**src/rtl/game_pkg.sv**
```systemverilog
// Shared encodings for the game board controller: cell contents, FSM states
// and the order in which the checker walks the lines through the last move.
package game_pkg;

  localparam logic [1:0] CELL_EMPTY = 2'b00;
  localparam logic [1:0] CELL_X     = 2'b01;
  localparam logic [1:0] CELL_O     = 2'b10;

  typedef enum logic [1:0] {
    ST_PLAY  = 2'b00,
    ST_CHECK = 2'b01,
    ST_WIN   = 2'b10,
    ST_DRAW  = 2'b11
  } state_e;

  typedef enum logic [1:0] {
    LINE_ROW  = 2'b00,
    LINE_COL  = 2'b01,
    LINE_DIAG = 2'b10,
    LINE_ANTI = 2'b11
  } line_e;

  function automatic logic [1:0] other_player(input logic [1:0] p);
    return (p == CELL_X) ? CELL_O : CELL_X;
  endfunction

endpackage

```
**src/rtl/board_regs.sv**
```systemverilog
// N*N x 2-bit board storage: one synchronous write port (with whole-board
// clear), one registered render read port and one combinational checker port.
module board_regs
  import game_pkg::*;
#(
  parameter int N     = 3,
  parameter int IDX_W = 3
) (
  input  logic             clk,
  input  logic             rst,
  input  logic             clr,
  input  logic             we,
  input  logic [IDX_W-1:0] wr_row,
  input  logic [IDX_W-1:0] wr_col,
  input  logic [1:0]       wr_data,
  input  logic [IDX_W-1:0] rd_row,
  input  logic [IDX_W-1:0] rd_col,
  output logic [1:0]       rd_data,
  input  logic [IDX_W-1:0] chk_row,
  input  logic [IDX_W-1:0] chk_col,
  output logic [1:0]       chk_data
);

  localparam int CELLS = N * N;
  localparam int AW    = $clog2(CELLS);
  localparam logic [IDX_W-1:0] LAST = IDX_W'(N - 1);

  logic [1:0] cells_q [CELLS];
  logic [1:0] cells_d [CELLS];
  logic [1:0] rd_data_q, rd_data_d;

  function automatic logic [AW-1:0] cell_idx(input logic [IDX_W-1:0] r,
                                             input logic [IDX_W-1:0] c);
    int flat;
    flat = int'(r) * N + int'(c);
    return AW'(flat);
  endfunction

  always_comb begin
    cells_d = cells_q;
    if (clr) begin
      for (int unsigned i = 0; i < CELLS; i++) cells_d[i] = CELL_EMPTY;
    end else if (we) begin
      cells_d[cell_idx(wr_row, wr_col)] = wr_data;
    end
    // Range check keeps an out-of-board address from aliasing onto a real cell.
    rd_data_d = CELL_EMPTY;
    if (rd_row <= LAST && rd_col <= LAST) rd_data_d = cells_q[cell_idx(rd_row, rd_col)];
  end

  assign chk_data = cells_q[cell_idx(chk_row, chk_col)];
  assign rd_data  = rd_data_q;

  always_ff @(posedge clk or posedge rst) begin
    if (rst) begin
      for (int unsigned i = 0; i < CELLS; i++) cells_q[i] <= CELL_EMPTY;
      rd_data_q <= CELL_EMPTY;
    end else begin
      cells_q   <= cells_d;
      rd_data_q <= rd_data_d;
    end
  end

endmodule

```
**src/rtl/game_board_ctrl.sv**
```systemverilog
// N x N tic-tac-toe style board controller: cursor, placement, a one-cell-per-
// cycle win checker over the four lines through the last move, and game end.
module game_board_ctrl
  import game_pkg::*;
#(
  parameter int N     = 3,
  parameter int IDX_W = 3
) (
  input  logic             iCLK,
  input  logic             iRST,
  input  logic             iUp,
  input  logic             iDown,
  input  logic             iLeft,
  input  logic             iRight,
  input  logic             iPlace,
  input  logic             iNewGame,
  input  logic [IDX_W-1:0] iRd_row,
  input  logic [IDX_W-1:0] iRd_col,
  output logic [1:0]       oRd_cell,
  output logic [IDX_W-1:0] oCur_row,
  output logic [IDX_W-1:0] oCur_col,
  output logic [1:0]       oTurn,
  output logic [1:0]       oWinner,
  output logic [1:0]       oState,
  output logic             oErr
);

  localparam int MW = $clog2(N * N + 1);
  localparam logic [IDX_W-1:0] LAST = IDX_W'(N - 1);
  localparam logic [MW-1:0]    FULL = MW'(N * N);

  state_e           state_q, state_d;
  logic [1:0]       turn_q, turn_d;
  logic [1:0]       winner_q, winner_d;
  logic [IDX_W-1:0] cur_row_q, cur_row_d;
  logic [IDX_W-1:0] cur_col_q, cur_col_d;
  logic             err_q, err_d;
  logic [MW-1:0]    moves_q, moves_d;
  logic [IDX_W-1:0] pr_q, pr_d;
  logic [IDX_W-1:0] pc_q, pc_d;
  line_e            line_q, line_d;
  logic [IDX_W-1:0] pos_q, pos_d;
  logic             match_q, match_d;
  logic             found_q, found_d;

  logic             we, clr;
  logic [IDX_W-1:0] chk_row, chk_col;
  logic [1:0]       chk_data;
  logic             on_line, line_hit;

  board_regs #(
    .N     (N),
    .IDX_W (IDX_W)
  ) u_board (
    .clk      (iCLK),
    .rst      (iRST),
    .clr      (clr),
    .we       (we),
    .wr_row   (cur_row_q),
    .wr_col   (cur_col_q),
    .wr_data  (turn_q),
    .rd_row   (iRd_row),
    .rd_col   (iRd_col),
    .rd_data  (oRd_cell),
    .chk_row  (chk_row),
    .chk_col  (chk_col),
    .chk_data (chk_data)
  );

  always_comb begin
    state_d   = state_q;
    turn_d    = turn_q;
    winner_d  = winner_q;
    cur_row_d = cur_row_q;
    cur_col_d = cur_col_q;
    err_d     = 1'b0;
    moves_d   = moves_q;
    pr_d      = pr_q;
    pc_d      = pc_q;
    line_d    = line_q;
    pos_d     = pos_q;
    match_d   = match_q;
    found_d   = found_q;
    we        = 1'b0;
    clr       = 1'b0;
    line_hit  = 1'b0;

    // The checker port looks at the cursor in PLAY and at the scan cell in CHECK.
    chk_row = cur_row_q;
    chk_col = cur_col_q;
    on_line = 1'b1;
    if (state_q == ST_CHECK) begin
      unique case (line_q)
        LINE_ROW: begin
          chk_row = pr_q;
          chk_col = pos_q;
        end
        LINE_COL: begin
          chk_row = pos_q;
          chk_col = pc_q;
        end
        LINE_DIAG: begin
          chk_row = pos_q;
          chk_col = pos_q;
          on_line = (pr_q == pc_q);
        end
        LINE_ANTI: begin
          chk_row = pos_q;
          chk_col = LAST - pos_q;
          on_line = (({1'b0, pr_q} + {1'b0, pc_q}) == {1'b0, LAST});
        end
      endcase
    end

    if (iNewGame) begin
      clr       = 1'b1;
      state_d   = ST_PLAY;
      turn_d    = CELL_X;
      winner_d  = CELL_EMPTY;
      cur_row_d = '0;
      cur_col_d = '0;
      moves_d   = '0;
      line_d    = LINE_ROW;
      pos_d     = '0;
      match_d   = 1'b0;
      found_d   = 1'b0;
    end else begin
      unique case (state_q)
        ST_PLAY: begin
          if (iUp && !iDown)
            cur_row_d = (cur_row_q == '0) ? LAST : cur_row_q - IDX_W'(1);
          else if (iDown && !iUp)
            cur_row_d = (cur_row_q == LAST) ? '0 : cur_row_q + IDX_W'(1);
          if (iLeft && !iRight)
            cur_col_d = (cur_col_q == '0) ? LAST : cur_col_q - IDX_W'(1);
          else if (iRight && !iLeft)
            cur_col_d = (cur_col_q == LAST) ? '0 : cur_col_q + IDX_W'(1);

          if (iPlace) begin
            if (chk_data == CELL_EMPTY) begin
              we      = 1'b1;
              moves_d = moves_q + MW'(1);
              pr_d    = cur_row_q;
              pc_d    = cur_col_q;
              line_d  = LINE_ROW;
              pos_d   = '0;
              match_d = 1'b1;
              found_d = 1'b0;
              state_d = ST_CHECK;
            end else begin
              err_d = 1'b1;
            end
          end
        end

        ST_CHECK: begin
          line_hit = match_q && on_line && (chk_data == turn_q);
          if (pos_q == LAST) begin
            found_d = found_q | line_hit;
            match_d = 1'b1;
            pos_d   = '0;
            if (line_q == LINE_ANTI) begin
              line_d = LINE_ROW;
              if (found_q | line_hit) begin
                state_d  = ST_WIN;
                winner_d = turn_q;
              end else if (moves_q == FULL) begin
                state_d = ST_DRAW;
              end else begin
                state_d = ST_PLAY;
                turn_d  = other_player(turn_q);
              end
            end else begin
              line_d = line_e'(line_q + 2'd1);
            end
          end else begin
            match_d = line_hit;
            pos_d   = pos_q + IDX_W'(1);
          end
        end

        default: ;
      endcase
    end
  end

  always_ff @(posedge iCLK or posedge iRST) begin
    if (iRST) begin
      state_q   <= ST_PLAY;
      turn_q    <= CELL_X;
      winner_q  <= CELL_EMPTY;
      cur_row_q <= '0;
      cur_col_q <= '0;
      err_q     <= 1'b0;
      moves_q   <= '0;
      pr_q      <= '0;
      pc_q      <= '0;
      line_q    <= LINE_ROW;
      pos_q     <= '0;
      match_q   <= 1'b0;
      found_q   <= 1'b0;
    end else begin
      state_q   <= state_d;
      turn_q    <= turn_d;
      winner_q  <= winner_d;
      cur_row_q <= cur_row_d;
      cur_col_q <= cur_col_d;
      err_q     <= err_d;
      moves_q   <= moves_d;
      pr_q      <= pr_d;
      pc_q      <= pc_d;
      line_q    <= line_d;
      pos_q     <= pos_d;
      match_q   <= match_d;
      found_q   <= found_d;
    end
  end

  assign oState   = state_q;
  assign oTurn    = turn_q;
  assign oWinner  = winner_q;
  assign oCur_row = cur_row_q;
  assign oCur_col = cur_col_q;
  assign oErr     = err_q;

endmodule

```
**config.mk**
```make
export PLATFORM = sky130hd
export DESIGN_NAME = game_board_ctrl
export DESIGN_NICKNAME = d
export VERILOG_FILES = /design/src/rtl/game_pkg.sv /design/src/rtl/board_regs.sv /design/src/rtl/game_board_ctrl.sv
export SDC_FILE = /design/constraint.sdc
export NUM_CORES = 1
export LEC_CHECK = 0
export CAP_MARGIN = 25
export CELL_PAD_IN_SITES_DETAIL_PLACEMENT = 1
export CELL_PAD_IN_SITES_GLOBAL_PLACEMENT = 2
export CORE_MARGIN = 8
export CORE_UTILIZATION = 34
export DETAILED_ROUTE_END_ITERATION = 7
export PLACE_DENSITY_LB_ADDON = 0.1
export SETUP_SLACK_MARGIN = 0.4
export SYNTH_ARGS = -nofsm -noshare
export SYNTH_HDL_FRONTEND = slang
export SYNTH_SLANG_ARGS = --single-unit
export TNS_END_PERCENT = 10
```
**constraint.sdc**
```tcl
create_clock -name iCLK -period 4.2 [get_ports iCLK]
set_input_delay 0.84 -clock iCLK [delete_from_list [all_inputs] [get_ports iCLK]]
set_output_delay 0.84 -clock iCLK [all_outputs]
set_load 0.005 [all_outputs]
```
After elaboration in Yosys (flattened, before gate mapping)

Cells that the tools add are included.

Input port bits: 14
Register bits: 50
Output and inout port bits: 15
Logic and storage cells: 190

Multiplexer cells: 84
Magnitude comparators: 6
Add/sub/neg operators: 12
Bitwise logic cells: 5
Reduce and logical (&&, ||, !) cells: 39
$mul: 3
Equal/unequal tests: 18

Operators with widths:

| cell                  | number |
|---|---|
| $mux W2               | 30 |
| $mux W3               | 18 |
| $mux W18              | 2 |
| $bwmux W18            | 1 |
| $mux W1               | 18 |
| $bmux W2 S4           | 2 |
| $mux W4               | 4 |
| $reduce_bool A2 Y1    | 8 |
| $ge A5 B5 Y1 const B  | 3 |
| $not A4 Y5            | 3 |
| $add A4 B4 Y4         | 3 |
| $mul A3 B2 Y4 const B | 3 |
| $pmux W3 S2           | 2 |
| $reduce_and A4 Y1     | 3 |
| $reduce_and A5 Y1     | 2 |
| $add A3 B1 Y3 const B | 3 |
| $eq A3 B2 Y1 const B  | 3 |
| $pmux W3 S3           | 1 |
| $reduce_bool A3 Y1    | 3 |
| $demux W2 S4          | 1 |
| $logic_and A1 B1 Y1   | 8 |
| $pmux W2 S2           | 2 |
| $eq A2 B1 Y1 const B  | 3 |
| $le A3 B2 Y1 const B  | 2 |
| other kinds (24)      | 39 |

Longest topological paths before layout

Depth after elaboration: 18
Gate-level depth with buffers: 21
Mapped depth without buffers: 20

Hierarchy

A second synthesis with hierarchy kept.

Cells, all modules: 356
Area total of the unflattened synthesis: 3672.3 µm²

Modules (own cells, without submodules):

| module          | area each (µm²) | instances | cells each | sequential area each (µm²) |
|---|---|---|---|---|
| game_board_ctrl | 2062.0          | 1         | 223        | 752.0 |
| board_regs      | 1610.3          | 1         | 133        | 500.5 |

Worst setup path before layout

No wires, ideal clock.

Path type: flip-flop to flip-flop
From: reg line_q[0]
To: reg u_board.cells_q[13] (netlist bit)
Cell stages (with the launch flop): 15
Setup time: 0.132 ns
Period minus slack after synthesis: 4.391 ns
Data arrival time: 4.259 ns
Data required time: 4.068 ns
Buffers on the path: 0
Slack: -0.191 ns
Path through: dfrtp_1 > inv_1 > ha_1 > mux2_2 > mux2i_1 > fa_1 > fa_1 > mux4_2 > mux2_2 > nor2_1 > mux2_2 > nand3_4 > or4_4 > mux2i_1 > nor2_1

Cells in the longest elaborated chain, start to end: 16
Elaborated cells between the ends (all ways): 22
Those cells by class: 1 x add/sub; 1 x mul; 3 x eq/ne; 11 x mux; 1 x bitwise; 5 x reduce/logical

Ends and longest elaborated chain:

| item                                                | line                   | source |
|---|---|---|
| from (decl)                                         | game_board_ctrl.sv:41  | `line_e line_q, line_d;` |
| from (signal assigned)                              | game_board_ctrl.sv:212 | `line_q <= line_d;` |
| $eq A2 B2 Y1 / $eq A2 B1 Y1 (equally long branches) | game_board_ctrl.sv:93  | `unique case (line_q)` |
| $reduce_or A3 Y1 (no source line)                   | --                     |  |
| $pmux W3 S2                                         | game_board_ctrl.sv:93  |  |
| $mux W3                                             | game_board_ctrl.sv:92  | `if (state_q == ST_CHECK) begin` |
| $mul A3 B2 Y4                                       | board_regs.sv:35       | `flat = int'(r) * N + int'(c);` |
| $add A4 B4 Y4 *                                     | board_regs.sv:35       |  |
| $not A4 Y5 (not written as such) *                  | board_regs.sv:51       | `assign chk_data = cells_q[cell_idx(chk_row, chk_col)];` |
| $bmux W2 S4 *                                       | board_regs.sv:51       |  |
| $mux W2 (not written as such) * (2 in a row)        | board_regs.sv:51       |  |
| $logic_not A2 Y1 *                                  | game_board_ctrl.sv:140 | `if (chk_data == CELL_EMPTY) begin` |
| $mux W1 *                                           | game_board_ctrl.sv:140 |  |
| $mux W1 *                                           | game_board_ctrl.sv:139 | `if (iPlace) begin` |
| $mux W1 *                                           | game_board_ctrl.sv:128 | `unique case (state_q)` |
| $mux W1 *                                           | game_board_ctrl.sv:115 | `if (iNewGame) begin` |
| $reduce_bool A2 Y1 (no source line) *               | --                     |  |
| to (signal assigned)                                | board_regs.sv:59       | `cells_q <= cells_d;` |
| to (decl)                                           | board_regs.sv:28       | `logic [1:0] cells_q [CELLS];` |

Mark *: on every way between the ends. The rest lies on a longest branch, timed or not. The select of a mux whose other input is x is not followed.
A chain may end at the register's enable or synchronous reset.

Worst setup path after layout

From: reg line_q[1]
To: reg u_board.cells_q[13] (netlist bit)

The elaborated chain is that of the path after synthesis.

==> impl_metrics.env <==
export IMPL_hold_path_end="found_q$_DFFE_PP0P_"
export IMPL_layout_nets=474
export IMPL_crit_slowest_cell="fa_2"
export IMPL_crit_path_start_kind="flop"
export IMPL_synth_area_um2=3620
export IMPL_worstPathArrival_ns=4.58
export IMPL_synth_common_cells="dfrtp_1 (49), nor2_1 (46), ha_1 (29)"
export IMPL_timing_hold_ws_ns=0.553
export IMPL_worstRegToRegCells=18
export IMPL_dpl_cell_count=543
export IMPL_cpPeakStageDelay_ns=0.63
export IMPL_fmax_ghz=0.229
export IMPL_power_density_nw_per_um2=319
export IMPL_ir_drop_uv=129
export IMPL_drive_gt1_share_pct=25.1
export IMPL_drt_initial_drc_count=86
export IMPL_utilization_pct=44.4
export IMPL_period_share_pct=104
export IMPL_fin_skew_ns=0.00896
export IMPL_multi_input_area_um2=2380
export IMPL_grt_first_pass_wirelength_um=16500
export IMPL_p_leak_uw=0.00198
export IMPL_worst_pin_slew_ns=0.998
export IMPL_crit_required_ns=4.40
export IMPL_clock_sinks=50
export IMPL_start_util_pct=35.0
export IMPL_vias_per_cell=5.18
export IMPL_cts_buffers=5
export IMPL_synth_edf_count=0
export IMPL_die_y_um=119
export IMPL_die_x_um=119
export IMPL_endpoint_kind="flop"
export IMPL_post_place_ws_ns=-0.290
export IMPL_fin_cells=558
export IMPL_die_area_um2=14200
export IMPL_crit_path_max_fanout=7
export IMPL_yosysMostFrequentCell="dfrtp_1"
export IMPL_min_from="found_q$_DFFE_PP0P_"
export IMPL_clk_pin_slew_ns=0.10
export IMPL_vias=2888
export IMPL_r2r_end="u_board.cells_q[13]$_DFFE_PP0P_"
export IMPL_ff2ff_setup_slack_ns=-0.17
export IMPL_drt_pass1_iterations=4
export IMPL_regArea_um2=1250
export IMPL_cts_buffer_depth=2
export IMPL_diodes=0
export IMPL_synth_cell_types=49
export IMPL_gp_congestion=0.806
export IMPL_n_fill_cell=1174
export IMPL_maxCapViolCount=0
export IMPL_rr_startpoint="line_q[1]$_DFFE_PP0P_"
export IMPL_yosys_warnings=0
export IMPL_fp_coreArea_um2=10300
export IMPL_status="complete, but fails checks"
export IMPL_area_delta_synth_final_pct=26.8
export IMPL_grt_pass1_vias=3128
export IMPL_drtAntennaViolNets=0
export IMPL_drc=0
export IMPL_cts_htree_levels=2
export IMPL_synth_fp_nets=412
export IMPL_synthCells=359
export IMPL_worstHoldPathType="reg -> reg"
export IMPL_wl_per_cell_um=17.5
export IMPL_dp_hpwl_um=7480
export IMPL_clock_latency_ns=0.32
export IMPL_slew_violations=0
export IMPL_finalCriticalPeriod_ns=4.37
export IMPL_tns_ns=-2.29
export IMPL_ys_seq_area_share_pct=34.6
export IMPL_synthArstFlopShare_pct=100
export IMPL_setup_violations_final=28
export IMPL_rsz0062_at_grt="true"
export IMPL_portBuffers=28
export IMPL_antenna_found_initial=0
export IMPL_syn_avg_cell_area_um2=10.1
export IMPL_yosys_area_top_type_share_pct=33.9
export IMPL_hold_violations=0
export IMPL_cts_tree="done"
export IMPL_path_cells="inv_4 > ha_4 > mux2i_2 > nor2_2 > a21oi_2 > fa_1 > inv_1 > ha_1 > inv_1 > fa_2 > mux4_2 > mux2_4 > nor2_1 > mux2_4 > nand3_4 > or4_4 > mux2i_1 > nor2_1"
export IMPL_synth_flop_cell="dfrtp_1"
export IMPL_worst_slack_ns=-0.174
export IMPL_yosysTopAreaCell="dfrtp_1"
export IMPL_violations="setup timing"
export IMPL_grt_max_degree=32
export IMPL_holdPathStages=2
export IMPL_overflow=0
export IMPL_grt_util_all_layers_pct=14.3
export IMPL_ctsHoldBuffers=0
export IMPL_rows=37
export IMPL_ys_top_cells_by_area="dfrtp_1 (34%), ha_1 (10%), mux2i_1 (7.5%)"
export IMPL_cts_root_buffer="clkbuf_8"
export IMPL_routed_wl_um=9770
export IMPL_ios=29
export IMPL_worstSetupPathType="reg -> reg"
export IMPL_synth_seq_cells=50
export IMPL_relSlewSlack_pct=32.7
[logic make-up after synthesis]
group                    synth area share, %
AO/OA/AOI/OAI                           11.3
XOR/XNOR                                2.87
adder cells (fa/ha/maj)                 15.6
buffers and inverters                   3.91
flip-flops                              34.6
multiplexers                            15.6
AND/OR/NAND/NOR                         16.1
[placed cells by master (no fill, tap or decap), types with 4 or more instances in the layout]
cell and instances:
a211oi_1 5, a21oi_1 18, a21oi_2 5, buf_4 37
clkbuf_8 6, clkdlybuf4s50_1 28, dfrtp_1 47, fa_1 9
ha_1 23, ha_4 5, inv_1 20, mux2_2 7
mux2i_1 25, mux4_2 8, nand2_1 16, nand2b_1 6
nand3_1 6, nand3b_1 4, nor2_1 42, nor2_2 4
nor2b_1 8, nor3_1 7, o21ai_0 12, xnor2_1 4
xor2_1 5
[metal layers]
layer	track usage, %	wire length [µm]	vias up
met1	18.3	4690	1468
met4	4.03	111	0
met3	2.27	200	7
li1	-	-	1390
met2	24.5	4760	23
met5	0	0	-
[where the power goes]
group | internal [µW] | switching (µW) | leakage (µW) | total, µW
clock | 137 | 172 | 0.0000489 | 309
sequential | 519 | 38.8 | 0.000681 | 558
combinational | 284 | 312 | 0.00125 | 596
total | 939 | 523 | 0.00198 | 1460
[critical path, delay by kind of cell (launching register included)]
family | cells | cell delay (ns)
simple gates | 5 | 0.80
compound gates | 1 | 0.16
buf+inv | 3 | 0.23
flops | 1 | 0.47
fa+ha+maj | 4 | 1.38
mux | 5 | 1.21
[registers in the layout, summed over array words and instances (netlist names)]
name             flops
pc_q                 3
oCur_col             3
pr_q                 3
found_q              1
moves_q              4
oWinner              2
oErr                 1
pos_q                3
oCur_row             3
u_board.rd_data      2
match_q              1
oState               2
oTurn                2
u_board.cells_q     18
line_q               2
[worst max path at each step]
stage / from / to / slack [ns] / cells past startpoint
final: line_q[1]$_DFFE_PP0P_ / u_board.cells_q[13]$_DFFE_PP0P_ / -0.17 / 18
after global routing: pos_q[0]$_DFFE_PP0P_ / u_board.cells_q[13]$_DFFE_PP0P_ / -0.40 / 20
after CTS: line_q[0]$_DFFE_PP0P_ / u_board.cells_q[7]$_DFFE_PP0P_ / -0.19 / 21
after detailed placement: line_q[0]$_DFFE_PP0P_ / u_board.cells_q[13]$_DFFE_PP0P_ / -0.29 / 18
after global placement: line_q[0]$_DFFE_PP0P_ / moves_q[3]$_DFFE_PP0P_ / -0.21 / 18
after floorplan: pos_q[0]$_DFFE_PP0P_ / u_board.cells_q[13]$_DFFE_PP0P_ / 0.06 / 20
[timing repair]
action                     4_1_cts  5_1_grt
pin swaps                        6        4
cloned                           0        0
gates resized for setup         20       12
setup endpoints to repair       42       42
setup buffers                    4        3
[stage by stage]
step / power, µW / cell area (µm²)
final: 1460 / 4590
after global routing: 1570 / 4590
after CTS: 1470 / 4520
after detailed placement: 1140 / 4310
after global placement: 1130 / 4310
after floorplan: 944 / 3670
[cell type report]
class / instances / area share, %
multi-input cells: 272 / 51.9
flip-flops and latches: 50 / 27.4
repair buffers: 68 / 12.9
well taps: 136 / 3.71
inverters: 24 / 2.07
clock buffers: 7 / 1.88
clock inverters: 1 / 0.191
Note: power is estimated with default switching activity, not from simulation.
